**config.mk**
```make
export PLATFORM = sky130hd
export DESIGN_NAME = sd_sector_arbiter
export DESIGN_NICKNAME = d
export VERILOG_FILES = /design/src/rtl/sd_arb_pkg.sv /design/src/rtl/sd_sector_arbiter_rr_pick.sv /design/src/rtl/sd_sector_arbiter.sv
export SDC_FILE = /design/constraint.sdc
export NUM_CORES = 1
export LEC_CHECK = 0
export ABC_AREA = 1
export CORE_MARGIN = 2
export CORE_UTILIZATION = 44
export DETAILED_ROUTE_END_ITERATION = 10
export GPL_ROUTABILITY_DRIVEN = 0
export PLACE_DENSITY = 0.88
export SYNTH_ARGS = -nofsm -noshare
export SYNTH_HDL_FRONTEND = slang
export SYNTH_SLANG_ARGS = --single-unit
```
**constraint.sdc**
```tcl
create_clock -name clk_sys -period 3.8 [get_ports clk_sys]
set_input_delay 0.76 -clock clk_sys [delete_from_list [all_inputs] [get_ports clk_sys]]
set_output_delay 0.76 -clock clk_sys [all_outputs]
set_load 0.05 [all_outputs]
```
**src/rtl/sd_arb_pkg.sv**
```systemverilog
// Shared types for the SD sector arbiter: controller states and the
// direction of the sector transfer latched at grant time.
package sd_arb_pkg;

    // Width of the issue-to-ack timeout counter.
    localparam int TMO_W = 24;

    // Arbiter controller states.
    typedef enum logic [2:0] {
        IDLE     = 3'd0,
        ISSUE    = 3'd1,
        WAIT_ACK = 3'd2,
        XFER     = 3'd3,
        DONE     = 3'd4,
        ABORT    = 3'd5
    } arb_state_e;

    // Direction of the granted sector transfer.
    typedef enum logic {
        OP_RD = 1'b0,
        OP_WR = 1'b1
    } arb_op_e;

endpackage

```
**src/rtl/sd_sector_arbiter_rr_pick.sv**
```systemverilog
// Round-robin first-set finder: returns the first pending requester at or
// after the pointer, wrapping around the end of the vector.
module rr_pick
    import sd_arb_pkg::*;
#(
    parameter int NREQ = 4,
    parameter int IW   = $clog2(NREQ)
) (
    input  logic [NREQ-1:0] pending_i,
    input  logic [IW-1:0]   ptr_i,
    output logic [IW-1:0]   idx_o,
    output logic            valid_o
);

    // Scan from the farthest offset down to offset 0 so the nearest hit wins.
    always_comb begin
        int j;
        j       = 0;
        idx_o   = '0;
        valid_o = 1'b0;
        for (int k = NREQ - 1; k >= 0; k--) begin
            j = int'(ptr_i) + k;
            if (j >= NREQ) begin
                j = j - NREQ;
            end
            if (pending_i[j]) begin
                idx_o   = IW'(j);
                valid_o = 1'b1;
            end
        end
    end

endmodule

```
**src/rtl/sd_sector_arbiter.sv**
```systemverilog
// Shares the single hps_io sector channel among NREQ virtual drives.
// One requester is granted at a time in round-robin order and keeps the
// grant for a whole sector transfer; completion or timeout is pulsed back.
module sd_sector_arbiter
    import sd_arb_pkg::*;
#(
    parameter int               NREQ    = 4,
    parameter int               LBA_W   = 32,
    parameter logic [TMO_W-1:0] TIMEOUT = 24'd8000000
) (
    input  logic                     clk_sys,
    input  logic                     reset,
    input  logic [NREQ-1:0]          req_rd,
    input  logic [NREQ-1:0]          req_wr,
    input  logic [NREQ*LBA_W-1:0]    req_lba,
    input  logic [NREQ*8-1:0]        req_buff_din,
    output logic [NREQ-1:0]          req_done,
    output logic [NREQ-1:0]          req_err,
    output logic [LBA_W-1:0]         sd_lba,
    output logic [NREQ-1:0]          sd_rd,
    output logic [NREQ-1:0]          sd_wr,
    input  logic [NREQ-1:0]          sd_ack,
    output logic [7:0]               sd_buff_din,
    output logic                     busy,
    output logic [$clog2(NREQ)-1:0]  owner
);

    localparam int IW = $clog2(NREQ);

    arb_state_e        state_q, state_d;
    arb_op_e           op_q, op_d;
    logic [IW-1:0]     owner_q, owner_d;
    logic [IW-1:0]     ptr_q, ptr_d;
    logic [LBA_W-1:0]  lba_q, lba_d;
    logic [NREQ-1:0]   rd_q, rd_d;
    logic [NREQ-1:0]   wr_q, wr_d;
    logic [NREQ-1:0]   done_q, done_d;
    logic [NREQ-1:0]   err_q, err_d;
    logic [NREQ-1:0]   ackPrev_q;
    logic              busy_q, busy_d;
    logic [TMO_W-1:0]  cnt_q, cnt_d;

    logic [NREQ-1:0]   pending;
    logic [IW-1:0]     pickIdx;
    logic              pickValid;
    logic              ackRise;
    logic [NREQ-1:0]   ownerOneHot;
    logic [IW-1:0]     ownerNext;

    assign pending     = req_rd | req_wr;
    assign ackRise     = sd_ack[owner_q] & ~ackPrev_q[owner_q];
    assign ownerOneHot = {{(NREQ-1){1'b0}}, 1'b1} << owner_q;
    assign ownerNext   = (owner_q == IW'(NREQ - 1)) ? '0 : owner_q + 1'b1;

    rr_pick #(
        .NREQ (NREQ),
        .IW   (IW)
    ) u_pick (
        .pending_i (pending),
        .ptr_i     (ptr_q),
        .idx_o     (pickIdx),
        .valid_o   (pickValid)
    );

    // Controller next-state: grant, strobe, wait for ack edge, wait for ack fall, report.
    always_comb begin
        state_d = state_q;
        op_d    = op_q;
        owner_d = owner_q;
        ptr_d   = ptr_q;
        lba_d   = lba_q;
        rd_d    = rd_q;
        wr_d    = wr_q;
        busy_d  = busy_q;
        cnt_d   = cnt_q;
        done_d  = '0;
        err_d   = '0;
        case (state_q)
            IDLE: begin
                if (pickValid) begin
                    owner_d = pickIdx;
                    lba_d   = req_lba[int'(pickIdx)*LBA_W +: LBA_W];
                    op_d    = req_wr[pickIdx] ? OP_WR : OP_RD;
                    busy_d  = 1'b1;
                    state_d = ISSUE;
                end
            end
            ISSUE: begin
                cnt_d = '0;
                if (op_q == OP_WR) begin
                    wr_d = ownerOneHot;
                end else begin
                    rd_d = ownerOneHot;
                end
                state_d = WAIT_ACK;
            end
            WAIT_ACK: begin
                if (ackRise) begin
                    rd_d    = '0;
                    wr_d    = '0;
                    state_d = XFER;
                end else if (cnt_q == TIMEOUT - 24'd1) begin
                    rd_d    = '0;
                    wr_d    = '0;
                    err_d   = ownerOneHot;
                    state_d = ABORT;
                end else if (cnt_q != {TMO_W{1'b1}}) begin
                    cnt_d = cnt_q + 1'b1;
                end
            end
            XFER: begin
                if (!sd_ack[owner_q]) begin
                    done_d  = ownerOneHot;
                    state_d = DONE;
                end
            end
            DONE, ABORT: begin
                ptr_d   = ownerNext;
                busy_d  = 1'b0;
                state_d = IDLE;
            end
            default: begin
                rd_d    = '0;
                wr_d    = '0;
                busy_d  = 1'b0;
                state_d = IDLE;
            end
        endcase
    end

    // State registers; reset drops strobes immediately and forgets the transfer.
    always_ff @(posedge clk_sys or posedge reset) begin
        if (reset) begin
            state_q   <= IDLE;
            op_q      <= OP_RD;
            owner_q   <= '0;
            ptr_q     <= '0;
            lba_q     <= '0;
            rd_q      <= '0;
            wr_q      <= '0;
            done_q    <= '0;
            err_q     <= '0;
            ackPrev_q <= '0;
            busy_q    <= 1'b0;
            cnt_q     <= '0;
        end else begin
            state_q   <= state_d;
            op_q      <= op_d;
            owner_q   <= owner_d;
            ptr_q     <= ptr_d;
            lba_q     <= lba_d;
            rd_q      <= rd_d;
            wr_q      <= wr_d;
            done_q    <= done_d;
            err_q     <= err_d;
            ackPrev_q <= sd_ack;
            busy_q    <= busy_d;
            cnt_q     <= cnt_d;
        end
    end

    assign sd_rd       = rd_q;
    assign sd_wr       = wr_q;
    assign sd_lba      = lba_q;
    assign req_done    = done_q;
    assign req_err     = err_q;
    assign busy        = busy_q;
    assign owner       = owner_q;
    assign sd_buff_din = req_buff_din[int'(owner_q)*8 +: 8];

endmodule

```
== Word-level counts from Yosys, hierarchy flattened ==
Index checks and enable logic that the tools add are counted.

* Register bits after elaboration: 85
* Output and inout port bits: 59
* Logic and storage cells: 120

* $add $sub $neg: 9
* Magnitude comparators: 10
* Equal/unequal tests: 16
* Shifts and indexed selects: 3
* Mux-type cells: 54
* Bitwise gates (word level): 5
* Reductions and logical operators: 11

{| class="wikitable"
|+ Operator list
! operator !! count
|-
| 32-bit by 4-bit < comparator with 1-bit output (second input constant) || 4
|-
| 32-bit 2-to-1 mux || 4
|-
| 128-bit by 8-bit indexed part select with 32-bit output || 1
|-
| 32-bit by 4-bit greater-or-equal comparator with 1-bit output (second input constant) || 3
|-
| 32-bit by 4-bit subtractor with 32-bit output (second input constant) || 3
|-
| 24-bit 2-to-1 mux || 3
|-
| 24-bit one-hot mux with 2 select lines || 1
|-
| 4-bit 2-to-1 mux || 9
|-
| 32-bit by 6-bit indexed part select with 8-bit output || 1
|-
| 24-bit by 1-bit adder with 24-bit output (second input constant) || 1
|-
| 24-bit by 23-bit == test with 1-bit output (second input constant) || 1
|-
| 24-bit inequality test (second input constant) || 1
|-
| 4-bit one-hot mux with 3 select lines || 2
|-
| 1-bit 2-to-1 mux || 17
|-
| 1-bit binary-select mux with 2-bit select || 7
|-
| 2-bit inequality test (second input constant) || 7
|-
| 3-bit 2-to-1 mux || 4
|-
| 3-bit one-hot mux with 4 select lines || 1
|-
| 2-bit 2-to-1 mux || 5
|-
| 3-bit AND reduction || 3
|-
| 2-bit by 2-bit adder with 3-bit output (second input constant) || 2
|-
| 3-bit by 2-bit == test with 1-bit output (second input constant) || 2
|-
| 3-bit == test (second input constant) || 2
|-
| 2-bit by 3-bit < comparator with 1-bit output (second input constant) || 2
|-
| 19 further kinds || 22
|}

== Longest topological paths before layout ==
Gate-level depths: netlist of run 1.

* Word-level depth: 13
* Gate-level depth with buffers: 17
* Mapped depth without buffers: 15

== By module ==
Synthesis of run 1 repeated with hierarchy kept, for this count alone.

* Cell total of the unflattened synthesis: 875
* Area, all modules: 5,660.4 um2

{| class="wikitable"
|+ By module, submodules not included
! module !! instances !! cells each !! area each (um2) !! sequential area each (um2)
|-
| sd_sector_arbiter || 1 || 831 || 5,445.2 || 2,127.0
|-
| rr_pick || 1 || 44 || 215.2 || 0.0
|}

== Worst setup path after synthesis of run 1 ==
No wires, ideal clock.

* Kind: reg-to-output
* Start: register owner_q[0], in the netlist owner[0]
* End: output sd_buff_din[0]
* Arrival: 2,181 ps
* Required time: 3,040 ps
* Slack: 859 ps
* Cell stages (with the launch flop): 6
* Buffers on the path: 2
* Path through: dfrtp_1 > inv_1 > clkbuf_1 > clkbuf_1 > nor2_1 > o22ai_1

* Word-level cells in the longest chain between the ends: 1

{| class="wikitable"
|+ Ends and longest elaborated chain
! item !! RTL line !! RTL
|-
| start: declaration || sd_sector_arbiter.sv:32 || <nowiki>logic [IW-1:0] owner_q, owner_d;</nowiki>
|-
| start signal: assignment || sd_sector_arbiter.sv:149 || <nowiki>owner_q <= owner_d;</nowiki>
|-
| 32-bit by 6-bit indexed part select with 8-bit output || sd_sector_arbiter.sv:169 || <nowiki>assign sd_buff_din = req_buff_din[int'(owner_q)*8 +: 8];</nowiki>
|-
| end: declaration || sd_sector_arbiter.sv:23 || <nowiki>output logic [7:0] sd_buff_din,</nowiki>
|}

Every way passes these cells.

== Final worst setup path of run 1 ==
* Start: register owner_q[1], in the netlist owner[1]
* End: output sd_buff_din[5]

The elaborated chain is that of the path after synthesis.

==> results of run 1 <==
==> cells in the mapped netlist <==
master / count / share of area (%)
sky130_fd_sc_hd__buf_1: 2 / 0.13
sky130_fd_sc_hd__dfrtp_1: 85 / 37
sky130_fd_sc_hd__o21ai_1: 2 / 0.17
sky130_fd_sc_hd__inv_1: 124 / 8.0
sky130_fd_sc_hd__a21oi_1: 3 / 0.26
sky130_fd_sc_hd__nand2_2: 3 / 0.32
sky130_fd_sc_hd__nand3b_1: 1 / 0.13
sky130_fd_sc_hd__nand3_1: 126 / 11
sky130_fd_sc_hd__buf_6: 3 / 0.58
sky130_fd_sc_hd__buf_2: 14 / 1.2
sky130_fd_sc_hd__and2_1: 2 / 0.22
sky130_fd_sc_hd__nor3_1: 14 / 1.2
sky130_fd_sc_hd__nor4_1: 5 / 0.54
sky130_fd_sc_hd__nand3_2: 1 / 0.17
sky130_fd_sc_hd__inv_2: 3 / 0.19
sky130_fd_sc_hd__clkbuf_1: 16 / 1.0
sky130_fd_sc_hd__o21ai_0: 42 / 3.6
sky130_fd_sc_hd__xnor2_1: 6 / 0.91
sky130_fd_sc_hd__nor3b_1: 1 / 0.13
sky130_fd_sc_hd__or2_2: 21 / 2.3
sky130_fd_sc_hd__ha_1: 5 / 1.1
sky130_fd_sc_hd__nand4_1: 10 / 1.1
sky130_fd_sc_hd__xor2_1: 15 / 2.3
sky130_fd_sc_hd__o2111ai_1: 1 / 0.15
sky130_fd_sc_hd__nor2_1: 71 / 4.6
sky130_fd_sc_hd__or2_1: 8 / 0.86
sky130_fd_sc_hd__buf_4: 6 / 0.78
sky130_fd_sc_hd__or2_0: 17 / 1.8
sky130_fd_sc_hd__nand2_1: 270 / 17
sky130_fd_sc_hd__o211ai_1: 1 / 0.13
sky130_fd_sc_hd__o22ai_1: 9 / 0.97
==> cells in the final DEF, fill, tap and decap left out, types with 6 or more instances in the layout <==
master	instances
sky130_fd_sc_hd__dfrtp_1	85
sky130_fd_sc_hd__clkdlybuf4s50_1	232
sky130_fd_sc_hd__or2_1	8
sky130_fd_sc_hd__or2_0	17
sky130_fd_sc_hd__nand3_1	126
sky130_fd_sc_hd__nand2_1	270
sky130_fd_sc_hd__inv_1	123
sky130_fd_sc_hd__nor3_1	14
sky130_fd_sc_hd__or2_2	21
sky130_fd_sc_hd__o21ai_0	42
sky130_fd_sc_hd__xor2_1	15
sky130_fd_sc_hd__nor2_1	70
sky130_fd_sc_hd__nand4_1	10
sky130_fd_sc_hd__buf_4	8
sky130_fd_sc_hd__clkbuf_16	9
sky130_fd_sc_hd__xnor2_1	6
sky130_fd_sc_hd__o22ai_1	9
==> worst max-delay path, stage by stage, from the launching register on <==
cell	delay, ps
sky130_fd_sc_hd__dfrtp_1	550
sky130_fd_sc_hd__inv_1	410
sky130_fd_sc_hd__o21ai_0	150
sky130_fd_sc_hd__o22ai_1	180
sky130_fd_sc_hd__clkdlybuf4s50_1	840
==> where the power goes <==
part / total (W) / switching, W / leakage (nW) / internal [W]
registers: 0.00140 / 0.000215 / 1.10 / 0.00119
clock network: 0.000875 / 0.000409 / 0.145 / 0.000466
logic: 0.00435 / 0.00288 / 2.80 / 0.00148
==> routing by layer <==
metal  vias to the layer above  GRT usage [%]  wire length (um)
met4                         0           9.45               505
met3                        36           4.73              1080
met1                      2838           30.4              6870
met5                         -              0                 0
met2                       240           42.5              8510
li1                       3181              -                 -
==> cells by family (layout without fill, tap and decap cells) <==
logic type      Yosys count  in the layout
simple gates            550            550
flops                    85             85
xor+xnor                 21             21
fa+ha+maj                 5              5
buf+inv                 168            385
compound gates           58             58
==> flip-flops by register name (all words and copies together) (netlist names), 3 cells and up <==
name / cells
sd_lba: 32
cnt_q: 24
ackPrev_q: 4
req_done: 4
req_err: 4
sd_rd: 4
sd_wr: 4
state_q: 3
==> area by class of cell <==
| cell class | count | area share, % |
|---|---|---|
| Inverter | 127 | 5.61 |
| Clock buffer | 9 | 2.64 |
| Timing Repair Buffer | 242 | 28.4 |
| Clock inverter | 7 | 0.881 |
| Multi-Input combinational cell | 634 | 34.9 |
| Tap cell | 172 | 2.53 |
| Sequential cell | 85 | 25.0 |
==> how the worst min path moves through the flow <==
stage,start,end,cells past startpoint
after floorplan,op_q,op_q,2
after global placement,sd_lba[14],sd_lba[14],2
after detailed placement,sd_lba[14],sd_lba[14],2
after CTS,sd_lba[14],sd_lba[14],2
after global routing,sd_lba[14],sd_lba[14],2
final,sd_lba[15],sd_lba[15],2
==> per-stage QoR <==
stage / instance area [um2] / util, % / hold slack (ps) / setup WS (ps) / instances
after floorplan: 5790 / - / 471 / 847 / 887
after global placement: 8220 / 64.6 / 463 / 525 / 1260
after detailed placement: 8220 / 64.6 / 470 / 446 / 1260
after CTS: 8520 / 67.0 / 488 / 554 / 1276
after global routing: 8520 / 67.0 / 500 / 370 / 1276
final: 8520 / 67.0 / 484 / 570 / 1276
==> results.py, run 1 <==
metrics = {
    "setup_path": {
        "end_kind": "output port",
        "cp-start-kind": "flop",
        "critPathArrivalTime_ps": 2470,
        "critical_path.endpoint": "sd_buff_din[5]",
        "timing.reg2reg.worst_path_depth": 14,
        "reg2reg_to": "sd_lba[20]",
        "setup_slack_of_the_most_critical_reg_to_reg_path_ps": 1070,
        "critical_path.max_fanout": 14,
        "timing.setup.critical_path_class": "reg -> out",
        "timing.critical_path.required_ps": 3040,
        "timing.critical_path.from": "owner[1]",
        "reg2reg_from": "ptr_q[0]",
    },
    "outcome": {
        "run_status": "complete, no violations",
    },
    "route": {
        "dr_total_vias": 6295,
        "drt_first_pass_iters": 5,
        "drt_iter0_drc": 355,
        "vias_per_cell": 4.93,
        "antenna_left": 0,
        "wl_per_cell_um": 13.3,
        "drt_drc_violations_left": 0,
        "drt_wl_total_mm": 17.0,
    },
    "global_route": {
        "globalRouteTotalUtil_pct": 24.6,
        "grt.overflow.total": 0,
        "first_global_vias": 6045,
        "grt_max_degree": 53,
        "grt_first_pass_wirelength_mm": 28.7,
        "grt_antenna_before_repair": 0,
    },
    "die": {
        "die_width_um": 119,
        "floorplan.io_pins": 233,
        "core_area_um2": 12700,
        "die_h_um": 119,
        "initial_core_util_pct": 45.5,
        "floorplan.die_area_um2": 14100,
        "core.rowCount": 41,
    },
    "yosys": {
        "synthMuxAreaShare_pct": 0,
        "synth.cell_area_um2": 5790,
        "ys.warnings.count": 0,
        "synth_top_family_by_area": "simple AND/OR/NAND/NOR gates",
        "ys_types": 31,
        "synth_adder_area_share_pct": 1.08,
        "syn_inst": 887,
        "syn-mean-instance-area_um2": 6.53,
        "synth.ff_latch_count": 85,
        "synth_simple_gate_area_share_pct": 41.7,
        "synth_compound_area_share_pct": 5.31,
        "post_synth_xor_area_fraction_pct": 3.17,
        "yosysSeqAreaShare_pct": 36.7,
        "postSynthNetCount": 1066,
    },
    "cells_and_area": {
        "regArea_um2": 2130,
        "layout-area-overhead-vs-synth_pct": 47.0,
        "layout.nets": 1278,
        "post_route_cells_drive_above_1_share_pct": 5.07,
        "multi_input_area_um2": 2980,
        "final.fill_count": 1125,
        "antenna-diode-count": 0,
    },
    "pwr": {
        "max-vdd-ir-drop_mv": 0.481,
        "power_density_nw_per_um2": 778,
        "fin_total_pwr_w": 0.00663,
        "power.static_leakage_nw": 4.04,
    },
    "clocking": {
        "tritoncts_clock_tree": "yes",
        "clk_root_buffer_cell": "sky130_fd_sc_hd__clkbuf_16",
        "postCtsHoldBufs": 0,
        "clockBufferDepth": 2,
        "clock_tree.htree_level_count": 3,
        "cts_repair_resize_count": 0,
        "clk_pin_slew_ps": 80,
        "cts_sinks": 85,
        "clk_latency_ps": 340,
        "cts_setup_buffers": 0,
        "tritoncts.num_buffers": 9,
    },
    "place": {
        "place.detailed.hpwl_mm": 13.1,
        "placement.io_buffers": 232,
    },
    "sta": {
        "grt_setup_unrepaired": "false",
        "setup_violations": 0,
        "crit_path_time_final_ps": 3230,
        "timing.final.max_slew_violations": 0,
        "max_freq_mhz": 310,
        "finClkSkew_ps": 11.6,
        "number_of_hold_violations_in_the_final_report": 0,
        "final_min_period_over_clock_period_pct": 85.0,
        "tns_ps": 0,
        "timing_worst_slew_pin_value_ps": 986,
        "maxSlewHeadroom_pct": 34.2,
    },
    "hold_path": {
        "holdCritPathClass": "reg -> reg",
    },
    "run": {
        "cap_viol_max_count": 0,
    },
}
(Power assumes the default switching activity.)
==> inputs of run 2 (changes only) <==
CORE_MARGIN = not set   (was 2)
==> results.py, run 2 (synthesis gave the netlist of run 1 again) <==
metrics = {
    "outcome": {
        "run_status": "complete, no violations",
    },
    "cells_and_area": {
        "regArea_um2": 2130,
        "final_common_cell": "sky130_fd_sc_hd__nand2_1",
        "antenna-diode-count": 0,
        "layout.nets": 1279,
        "mostFrequentLayoutCells": "sky130_fd_sc_hd__nand2_1, sky130_fd_sc_hd__clkdlybuf4s50_1, sky130_fd_sc_hd__nand3_1, sky130_fd_sc_hd__inv_1, sky130_fd_sc_hd__dfrtp_1",
        "layout-area-overhead-vs-synth_pct": 46.9,
        "multi_input_area_um2": 2980,
        "post_route_cells_drive_above_1_share_pct": 5.16,
        "final.fill_count": 1071,
        "largest_reg_flops": 32,
    },
    "setup_path": {
        "critPathArrivalTime_ps": 2480,
        "highest_cell_delay_on_the_worst_timing_path_ps": 850,
        "timing.critical_path.required_ps": 3040,
        "cp-start-kind": "flop",
        "critPathBufInv": 2,
        "critical_path.max_fanout": 14,
        "timing.setup.critical_path_class": "reg -> out",
        "path_delay_family": "buffers and inverters",
        "setup_slack_of_the_most_critical_reg_to_reg_path_ps": 1070,
        "end_kind": "output port",
        "cp_cell_sequence": "inv_1 -> o21ai_0 -> o22ai_1 -> clkdlybuf4s50_1",
        "critPathSlowestCell": "sky130_fd_sc_hd__clkdlybuf4s50_1",
    },
    "sta": {
        "finClkSkew_ps": 9.51,
        "timing.final.max_slew_violations": 0,
        "tns_ps": 0,
        "max_freq_mhz": 309,
        "crit_path_time_final_ps": 3240,
        "final_min_period_over_clock_period_pct": 85.3,
        "setup_violations": 0,
        "finalWorstSetupSlack_ps": 559,
        "number_of_hold_violations_in_the_final_report": 0,
        "grt_setup_unrepaired": "false",
        "timing_worst_slew_pin_value_ps": 674,
        "maxSlewHeadroom_pct": 55.0,
    },
    "route": {
        "drt_wl_total_mm": 17.1,
        "drt_first_pass_iters": 5,
        "drt_drc_violations_left": 0,
        "drt_iter0_drc": 419,
        "vias_per_cell": 4.99,
        "dr_total_vias": 6371,
        "antenna_left": 0,
        "wl_per_cell_um": 13.4,
    },
    "clocking": {
        "cts_sinks": 85,
        "clk_root_buffer_cell": "sky130_fd_sc_hd__clkbuf_16",
        "clk_pin_slew_ps": 60,
        "postCtsHoldBufs": 0,
        "clk_latency_ps": 340,
        "clockBufferDepth": 2,
        "cts_repair_resize_count": 0,
        "tritoncts.num_buffers": 9,
        "clock_tree.htree_level_count": 3,
        "cts_setup_buffers": 0,
        "tritoncts_clock_tree": "yes",
    },
    "pwr": {
        "fin_total_pwr_w": 0.00665,
        "max-vdd-ir-drop_mv": 0.558,
        "power_density_nw_per_um2": 781,
        "power.static_leakage_nw": 4.05,
    },
    "global_route": {
        "first_global_vias": 6150,
        "globalRouteTotalUtil_pct": 26.1,
        "grt_max_degree": 71,
        "grt_first_pass_wirelength_mm": 28.0,
        "grt_antenna_before_repair": 0,
        "grt.overflow.total": 0,
    },
    "run": {
        "cap_viol_max_count": 0,
    },
    "die": {
        "die_width_um": 117,
        "die_h_um": 117,
        "floorplan.io_pins": 233,
        "initial_core_util_pct": 45.5,
        "core.rowCount": 41,
        "core_area_um2": 12700,
        "floorplan.die_area_um2": 13600,
    },
    "hold_path": {
        "holdCritPathClass": "reg -> reg",
    },
    "place": {
        "place.detailed.hpwl_mm": 12.9,
        "placement.io_buffers": 232,
        "place_worst_setup_slack_ps": 448,
    },
}
run 2: stage by stage:
stage	utilization (%)	cell area, um2	hold WS [ps]	instances
2_1_floorplan	-	5790	471	887
3_3_place_gp	64.6	8210	462	1261
3_5_place_dp	64.6	8210	467	1261
4_1_cts	66.9	8510	483	1277
5_1_grt	66.9	8510	504	1277
6_report	66.9	8510	480	1277
run 2: area by class of cell:
type                            instances  share of cell area [%]
Tap cell                              172                    2.53
Timing Repair Buffer                  243                    28.4
Clock buffer                            9                    2.65
Inverter                              127                    5.62
Clock inverter                          7                   0.838
Sequential cell                        85                    25.0
Multi-Input combinational cell        634                    35.0
run 2: power breakdown:
| part | leakage [nW] | internal (W) | switching, W |
|---|---|---|---|
| clock | 0.146 | 0.000464 | 0.000402 |
| sequential | 1.10 | 0.00119 | 0.000216 |
| combinational | 2.80 | 0.00145 | 0.00293 |
run 2: metal layers:
layer | part of all wire (%) | track usage [%] | up-vias
met1 | 38 | 29.5 | 2874
li1 | - | - | 3189
met3 | 7.3 | 5.86 | 38
met4 | 2.8 | 10.9 | 0
met5 | 0 | 0 | -
met2 | 52 | 47.3 | 270
run 2: worst register-to-register path, stage by stage, from the launching register on:
cell                      delay [ps]
sky130_fd_sc_hd__dfrtp_1         480
sky130_fd_sc_hd__inv_2           180
sky130_fd_sc_hd__nand2_1          70
sky130_fd_sc_hd__nand2_1         110
sky130_fd_sc_hd__nand3_1         100
sky130_fd_sc_hd__nand2_1         100
sky130_fd_sc_hd__inv_2            40
sky130_fd_sc_hd__nand3_1          70
sky130_fd_sc_hd__nand2_1          50
sky130_fd_sc_hd__nand2_1         380
sky130_fd_sc_hd__inv_1           350
sky130_fd_sc_hd__nor2_1          240
sky130_fd_sc_hd__buf_4           300
sky130_fd_sc_hd__nand3_1         130
sky130_fd_sc_hd__nand3_1          80
run 2: worst paths after layout:
| check | from | to | cells after the start |
|---|---|---|---|
| max | owner[1] | sd_buff_din[3] | 4 |
| min | sd_lba[15] | sd_lba[15] | 2 |
| max reg2reg | ptr_q[0] | sd_lba[19] | 14 |
| min reg2reg | sd_lba[15] | sd_lba[15] | 2 |
| max in group asynchronous | reset | sd_lba[15] | 3 |
| min in group asynchronous | reset | cnt_q[17] | 2 |
==> inputs of run 3 (changes only) <==
PLACE_DENSITY = 0.89   (was 0.88)
SYNTH_HIERARCHICAL = 1   (was not set)
==> results.py, run 3 <==
metrics = {
    "outcome": {
        "run_status": "complete, no violations",
    },
    "sta": {
        "setup_violations": 0,
        "max_freq_mhz": 312,
        "finClkSkew_ps": 6.64,
        "final_min_period_over_clock_period_pct": 84.4,
        "timing_worst_slew_pin_value_ps": 834,
        "tns_ps": 0,
        "finalWorstSetupSlack_ps": 592,
        "crit_path_time_final_ps": 3210,
        "number_of_hold_violations_in_the_final_report": 0,
        "timing.final.max_slew_violations": 0,
        "grt_setup_unrepaired": "false",
        "maxSlewHeadroom_pct": 44.3,
    },
    "clocking": {
        "clk_root_buffer_cell": "sky130_fd_sc_hd__clkbuf_16",
        "tritoncts_clock_tree": "yes",
        "clk_latency_ps": 340,
        "clockBufferDepth": 2,
        "postCtsHoldBufs": 0,
        "cts_repair_resize_count": 0,
        "tritoncts.num_buffers": 9,
        "cts_sinks": 85,
        "cts_setup_buffers": 0,
        "clock_tree.htree_level_count": 3,
        "clk_pin_slew_ps": 60,
    },
    "setup_path": {
        "reg2reg_from": "ptr_q[0]",
        "timing.setup.critical_path_class": "reg -> out",
        "setup_slack_of_the_most_critical_reg_to_reg_path_ps": 1270,
        "timing.reg2reg.worst_path_depth": 14,
        "critPathArrivalTime_ps": 2450,
        "end_kind": "output port",
        "critical_path.max_fanout": 15,
        "reg2reg_to": "sd_lba[29]",
        "timing.critical_path.required_ps": 3040,
        "cp-start-kind": "flop",
    },
    "global_route": {
        "grt_antenna_before_repair": 1,
        "grt.overflow.total": 0,
        "grt_first_pass_wirelength_mm": 29.6,
        "globalRouteTotalUtil_pct": 28.5,
        "grt.met3_usage_pct": 6.43,
        "grt_max_degree": 86,
        "gr-usage-met1_pct": 34.5,
        "use_met2_pct": 47.8,
        "first_global_vias": 6097,
        "globalRoute.busiestLayer": "met2",
    },
    "yosys": {
        "yosysSeqAreaShare_pct": 37.6,
        "synth_simple_gate_area_share_pct": 39.2,
        "dominantRegCellSynth": "sky130_fd_sc_hd__dfrtp_1",
        "syn-mean-instance-area_um2": 6.47,
        "post_synth_xor_area_fraction_pct": 0.309,
        "ys.warnings.count": 6,
        "postSynthNetCount": 1054,
        "ys_types": 38,
        "yosys.area.top_type_share_pct": 37.6,
        "synthMuxAreaShare_pct": 0.199,
        "synth_top_family_by_area": "simple AND/OR/NAND/NOR gates",
        "synth_compound_area_share_pct": 14.1,
        "synth_adder_area_share_pct": 1.11,
        "synth.cell_area_um2": 5660,
        "yosysMostFrequentCell": "sky130_fd_sc_hd__nand2_1",
        "async_reset_ff_share_pct": 100,
        "synth_edf_count": 0,
        "ranking_of_synthesized_cells_by_area": "sky130_fd_sc_hd__dfrtp_1, sky130_fd_sc_hd__nand2_1, sky130_fd_sc_hd__nor2_1",
        "synth.ff_latch_count": 85,
        "post_synth_most_frequent_cells": "sky130_fd_sc_hd__nand2_1, sky130_fd_sc_hd__nor2_1, sky130_fd_sc_hd__o21ai_0",
        "synth_top_area_cell": "sky130_fd_sc_hd__dfrtp_1",
        "syn_inst": 875,
    },
    "route": {
        "drt_first_pass_iters": 5,
        "vias_per_cell": 5.14,
        "drt_wl_total_mm": 18.3,
        "dr_total_vias": 6481,
        "wl_per_cell_um": 14.5,
        "antenna_left": 0,
        "drt_iter0_drc": 398,
        "drt_drc_violations_left": 0,
    },
    "die": {
        "core_area_um2": 12600,
        "die_h_um": 115,
        "floorplan.io_pins": 233,
        "initial_core_util_pct": 45.0,
        "die_width_um": 115,
        "core.rowCount": 41,
        "floorplan.die_area_um2": 13300,
    },
    "run": {
        "cap_viol_max_count": 0,
    },
    "hold_path": {
        "hold_path_startpoint": "sd_wr[2]",
        "holdCritPathClass": "reg -> reg",
        "hold_crit_depth": 2,
        "whs_endpoint": "sd_wr[2]",
    },
    "pwr": {
        "max-vdd-ir-drop_mv": 0.516,
        "fin_total_pwr_w": 0.00680,
        "power_density_nw_per_um2": 812,
        "power.static_leakage_nw": 3.63,
    },
    "cells_and_area": {
        "largest_reg_flops": 32,
        "final_common_cell": "sky130_fd_sc_hd__nand2_1",
        "post_layout_cell_count": 1261,
        "post_route_cells_drive_above_1_share_pct": 5.97,
        "final_util_pct": 66.6,
        "layout-area-overhead-vs-synth_pct": 47.9,
        "layout.nets": 1263,
        "mostFrequentLayoutCells": "sky130_fd_sc_hd__nand2_1, sky130_fd_sc_hd__clkdlybuf4s50_1, sky130_fd_sc_hd__nor2_1, sky130_fd_sc_hd__o21ai_0, sky130_fd_sc_hd__dfrtp_1",
    },
    "place": {
        "placement.io_buffers": 232,
        "place.detailed.hpwl_mm": 13.7,
        "place_worst_setup_slack_ps": 436,
        "numPlacedInstances": 1245,
    },
}
## run 3: cell types whose count changed in the layout (fill, tap and decap cells not counted), moves of 17 or more
cell,delta
sky130_fd_sc_hd__o21ai_0,+51
sky130_fd_sc_hd__nor2_1,+141
sky130_fd_sc_hd__nand2_1,-22
sky130_fd_sc_hd__nand3_1,-85
sky130_fd_sc_hd__inv_1,-84
sky130_fd_sc_hd__or2_0,-17
## run 3: logic make-up after synthesis
logic type / after synthesis
XOR/XNOR: 2
AND/OR/NAND/NOR: 541
AO/OA/AOI/OAI: 146
flip-flops: 85
buffers and inverters: 95
multiplexers: 1
adder cells (fa/ha/maj): 5
## run 3: metal layers
layer  vias up  wire length [um]
met5         -                 0
met4         0               830
met3        54              1390
met2       284              8940
met1      2926              7120
li1       3217                 -
## run 3: through the flow
step | instance area (um2) | hold WS (ps)
2_1_floorplan | 5660 | 487
3_3_place_gp | 8060 | 458
3_5_place_dp | 8060 | 462
5_1_grt | 8370 | 498
6_report | 8370 | 473
4_1_cts | 8370 | 476
## run 3: cell type report
cell class	count	area [um2]
multi-input combinational	695	3110
clock inverter	4	73.8
tap	172	215
clock buffer	11	233
sequential	85	2130
antenna	1	2.50
fill	1052	4200
timing repair buffer	240	2410
inverter	53	203
## run 3: worst max-delay path by stage
stage          slack (ps)        endpoint  cells after the start      start
2_1_floorplan         850    ackPrev_q[0]                      1      reset
3_3_place_gp          480            op_q                     16  req_rd[1]
3_5_place_dp          440            op_q                     16  req_wr[1]
4_1_cts               600  sd_buff_din[1]                      4   owner[1]
5_1_grt               440  sd_buff_din[1]                      4   owner[1]
6_report              590  sd_buff_din[1]                      4   owner[1]
## run 3: worst max-delay path, stage by stage (launching register included)
cell                              delay [ps]
sky130_fd_sc_hd__dfrtp_1                 560
sky130_fd_sc_hd__inv_1                   350
sky130_fd_sc_hd__o21ai_0                 160
sky130_fd_sc_hd__o22ai_1                 180
sky130_fd_sc_hd__clkdlybuf4s50_1         860
## run 3: power by group
group	internal (W)	switching [W]
sequential	0.00118	0.000200
clock	0.000573	0.000350
combinational	0.00147	0.00304
total	0.00321	0.00359
